--- config.mk ---
export PLATFORM = sky130hd
export DESIGN_NAME = serial_adder
export DESIGN_NICKNAME = d
export VERILOG_FILES = /design/src/rtl/serial_adder_pkg.sv /design/src/rtl/serial_adder_fa_bit.sv /design/src/rtl/serial_adder.sv
export SDC_FILE = /design/constraint.sdc
export NUM_CORES = 1
export LEC_CHECK = 0
export ABC_AREA = 1
export BUFFER_PORTS_ARGS = -buffer_cell sky130_fd_sc_hd__buf_4
export CORE_ASPECT_RATIO = 0.75
export CORE_UTILIZATION = 44
export CTS_BUF_LIST = sky130_fd_sc_hd__clkbuf_8 sky130_fd_sc_hd__clkbuf_16
export CTS_CLUSTER_DIAMETER = 120
export CTS_CLUSTER_SIZE = 12
export DETAILED_ROUTE_END_ITERATION = 8
export PLACE_DENSITY = 0.66
export SYNTH_ARGS = -nofsm -noshare
export SYNTH_HDL_FRONTEND = slang
export SYNTH_SLANG_ARGS = --single-unit
--- constraint.sdc ---
create_clock -name clk -period 1.2 [get_ports clk]
set_input_delay 0.24 -clock clk [delete_from_list [all_inputs] [get_ports clk]]
set_output_delay 0.24 -clock clk [all_outputs]
set_load 0.005 [all_outputs]
--- src/rtl/serial_adder_pkg.sv ---
// Shared constants and FSM encoding for the bit-serial adder/subtractor.
package serial_adder_pkg;

  localparam int unsigned DEFAULT_WIDTH = 8;

  typedef enum logic [1:0] {
    IDLE = 2'd0,
    RUN  = 2'd1,
    DONE = 2'd2
  } state_t;

endpackage

--- src/rtl/serial_adder_fa_bit.sv ---
// Combinational 1-bit full adder used as the single datapath cell.
module fa_bit (
  input  logic a,
  input  logic b,
  input  logic cin,
  output logic s,
  output logic cout
);

  assign s    = a ^ b ^ cin;
  assign cout = (a & b) | (cin & (a ^ b));

endmodule

--- src/rtl/serial_adder.sv ---
// Bit-serial adder/subtractor, LSB first, one bit per clock through one full adder.
// Optional signed-overflow output enabled by defining SERIAL_ADDER_OVF_EN.
module serial_adder
  import serial_adder_pkg::*;
#(
  parameter int unsigned WIDTH = DEFAULT_WIDTH
) (
  input  logic             clk,
  input  logic             rst,
  input  logic             start,
  input  logic [WIDTH-1:0] a,
  input  logic [WIDTH-1:0] b,
  input  logic             cin,
  input  logic             sub,
  output logic             busy,
  output logic             done,
  output logic [WIDTH-1:0] sum,
  output logic             cout
`ifdef SERIAL_ADDER_OVF_EN
  ,
  output logic             ovf
`endif
);

  localparam int unsigned CW = $clog2(WIDTH);

  state_t           state;
  state_t           state_next;
  logic [CW-1:0]    cnt;
  logic [WIDTH-1:0] a_sh;
  logic [WIDTH-1:0] b_sh;
  logic             carry;
  logic             last;
  logic             load;
  logic             step;
  logic             busy_next;
  logic             done_next;
  logic             fa_s;
  logic             fa_c;

  assign last = (cnt == CW'(WIDTH - 1));

  fa_bit u_fa (
    .a    (a_sh[0]),
    .b    (b_sh[0]),
    .cin  (carry),
    .s    (fa_s),
    .cout (fa_c)
  );

  // State register
  always_ff @(posedge clk) begin
    if (rst) state <= IDLE;
    else     state <= state_next;
  end

  // Next-state logic; start is only honoured outside RUN
  always_comb begin
    state_next = state;
    case (state)
      IDLE, DONE: state_next = start ? RUN : IDLE;
      RUN:        if (last) state_next = DONE;
      default:    state_next = IDLE;
    endcase
  end

  // Control decode and next values of the registered status outputs
  always_comb begin
    load      = 1'b0;
    step      = 1'b0;
    busy_next = (state_next == RUN);
    done_next = (state_next == DONE);
    case (state)
      IDLE, DONE: load = start;
      RUN:        step = 1'b1;
      default:    ;
    endcase
  end

  // Datapath: operand shifters, carry, result shift-in from the MSB end
  always_ff @(posedge clk) begin
    if (rst) begin
      busy  <= 1'b0;
      done  <= 1'b0;
      sum   <= '0;
      cout  <= 1'b0;
      cnt   <= '0;
      carry <= 1'b0;
      a_sh  <= '0;
      b_sh  <= '0;
`ifdef SERIAL_ADDER_OVF_EN
      ovf   <= 1'b0;
`endif
    end else begin
      busy <= busy_next;
      done <= done_next;
      if (load) begin
        a_sh  <= a;
        b_sh  <= sub ? ~b : b;
        carry <= sub ? 1'b1 : cin;
        cnt   <= '0;
      end else if (step) begin
        a_sh  <= a_sh >> 1;
        b_sh  <= b_sh >> 1;
        carry <= fa_c;
        sum   <= {fa_s, sum[WIDTH-1:1]};
        cnt   <= last ? '0 : cnt + CW'(1);
        if (last) begin
          cout <= fa_c;
`ifdef SERIAL_ADDER_OVF_EN
          // carry into MSB is the carry register during the final bit
          ovf  <= carry ^ fa_c;
`endif
        end
      end
    end
  end

endmodule

==> impl_metrics.toml <==
[cts]
root_buffer = "clkbuf_8"
h-tree-depth = 2
insertion_delay_ns = 0.28
clockBufferDepth = 2
numCtsBuffers = 5
clock_sinks = 33
path_clk_slew_ns = 0.07
cts_tree = "built"

[timing]
fmax_mhz = 913
setup_viol = 0
fin_crit_sh_pct = 91.3
tightest_slew_ns = 0.239
drv_slew = 0
rsz0062_at_grt = "true"
period_needed_ns = 1.10
hold_viol = 0
relSlewSlack_pct = 84.0
clock_skew_ns = 0.00563
setup_slack_ns = 0.105

[floorplanning]
initial_core_util_pct = 48.2
rows = 17
dieArea_um2 = 3610
fp.dieH_um = 52.3
die_w_um = 69.1
core-area_um2 = 3080
ios = 32

[route]
drt_iter0_drc = 94
via_count = 1367
wl_per_cell_um = 10.1
dr.pass1.iters = 4
drcViolationCount = 0
vias_per_cell = 4.57
drt_wl_total_um = 3020
antenna_left = 0

[placement]
dpl.hpwl_um = 2280
dp.cells = 291
place_ws_ns = 0.0699
portBuffers = 31
gp_congestion = 0.782

[job]
cap_violations = 0

[synthesis]
synth.largest_area_cell = "dfxtp_1"
synthSimpleGateAreaFrac_pct = 36.6
synthCells = 218
syn-cell-area_um2 = 1490
synthXorXnorAreaFrac_pct = 0
syn_nets = 242
synthTopCellsByArea = "dfxtp_1 44%, nand2_1 17%, nor2_1 9.1%, inv_1 5.6%, nand3_1 5.4%"
seq_area_frac_synth_pct = 44.5
synth_edf_count = 0
synth_seq_cells = 33
yosysMostFrequentCell = "nand2_1"
yosysTopAreaCellShare_pct = 44.5
async_reset_ff_share_pct = 0
yosys.area_share.adder_pct = 3.03
synth_top_family_by_area = "simple AND/OR/NAND/NOR gates"
avgSynthCellArea_um2 = 6.81
synth_cell_types = 19
ys_warn_count = 0
synth-compound-area-share_pct = 7.08
synth_commonest_cells = "66 x nand2_1, 36 x nor2_1, 33 x dfxtp_1"
synth-main-ff-cell = "dfxtp_1"
synthMuxAreaShare_pct = 0

[cells_and_area]
area_delta_synth_final_pct = 28.6
utilization_pct = 61.9
nets = 284
drive_gt1_share_pct = 23.4
diodes = 0
final_cells = 299

[worst_setup_path]
crit_path_cell_trace = "fa_2, o21ai_1, nor2_1"
cp_top_family = "adder cells"
crit_buf_inv = 0
critPathKind = "register to register"
slowest_delay_ns = 0.56
crit_fanout = 2
required_ns = 1.42
ff2ff_setup_slack_ns = 0.10
crit_path_end_kind = "register"
cp_slowest_cell = "fa_2"
cp.arrival_ns = 1.31
start_kind = "register"

[global_routing]
globalRoute.busiestLayer = "met2"
use_met3_pct = 4.81
grt.met2_usage_pct = 30.4
grt_pass1_wl_um = 5670
antenna_found_initial = 0
grt_pass1_vias = 1333
grtUsageTotal_pct = 19.9
grt_max_degree = 19
gr-total-overflow = 0
gr-usage-met1_pct = 27.4

[run_status]
status = "complete, no violations"

[power]
powerDensity_nw_per_um2 = 1270
power_leakage_nw = 0.999
p_total_mw = 2.43
ir_drop_uv = 777

[worst_hold_path]
holdCritPathClass = "primary input to register"
==> cell type report <==
class	count	area [um^2]
clock buffer	5	68.8
clock inverter	3	13.8
fill	303	1170
inverter	23	86.3
multi-input combinational	154	706
sequential	33	662
tap	38	47.5
timing repair buffer	43	327
==> registers in the layout, indices dropped and copies added, names as in the netlist <==
signal / flops
a_sh: 8
cout: 1
b_sh: 8
carry: 1
done: 1
state: 2
cnt: 3
busy: 1
sum: 8
==> power breakdown <==
part           internal (mW)  leakage, nW  switching (mW)
registers               1.18        0.271          0.0492
logic                  0.207        0.678           0.225
clock network          0.393       0.0491           0.380
==> worst paths after layout <==
check,startpoint,to,cells past startpoint
min reg2reg,a_sh[7]$_SDFFE_PP0P_,a_sh[7]$_SDFFE_PP0P_,2
max reg2reg,carry$_SDFFE_PP0P_,sum[7]$_SDFFE_PP0P_,3
min,rst,state[1]$_SDFF_PP0_,2
max,carry$_SDFFE_PP0P_,sum[7]$_SDFFE_PP0P_,3
==> layer usage <==
metal | vias up | routed length [um]
li1 | 756 | -
met1 | 576 | 1670
met2 | 33 | 1140
met3 | 2 | 201
met4 | 0 | 11
met5 | - | 0
==> worst reg2reg max path, cell delays in order, from the launching register on <==
cell	delay [ns]
dfxtp_1	0.33
fa_2	0.56
o21ai_1	0.06
nor2_1	0.08
==> placed cells by master (no fill, tap or decap), types with 2 or more instances in the layout <==
| master | n |
|---|---|
| clkbuf_8 | 5 |
| nor2_2 | 2 |
| nor3_1 | 5 |
| buf_4 | 42 |
| nand2_4 | 2 |
| nand2_1 | 66 |
| a21oi_1 | 8 |
| o21ai_0 | 12 |
| nor2_1 | 35 |
| nand3_1 | 16 |
| clkinv_2 | 2 |
| dfxtp_1 | 32 |
| inv_1 | 23 |
==> stage by stage <==
step           area (um^2)  hold slack, ns  setup TNS [ns]
5_1_grt               1910           0.189        -0.00249
3_5_place_dp          1810           0.454               0
3_3_place_gp          1810           0.447               0
4_1_cts               1890           0.180               0
2_1_floorplan         1490           0.309               0
6_report              1910           0.191               0
==> kinds of logic after synthesis <==
| family | Yosys count |
|---|---|
| AO/OA/AOI/OAI | 21 |
| buffers and inverters | 31 |
| flip-flops | 33 |
| AND/OR/NAND/NOR | 130 |
| adder cells (fa/ha/maj) | 3 |
==> timing repair <==
action,4_1_cts,5_1_grt
resized for setup,0,7
hold buffers,0,0
setup endpoints to repair,0,10
buffers inserted,0,0
No activity file was read; power rests on OpenSTA's default activity.
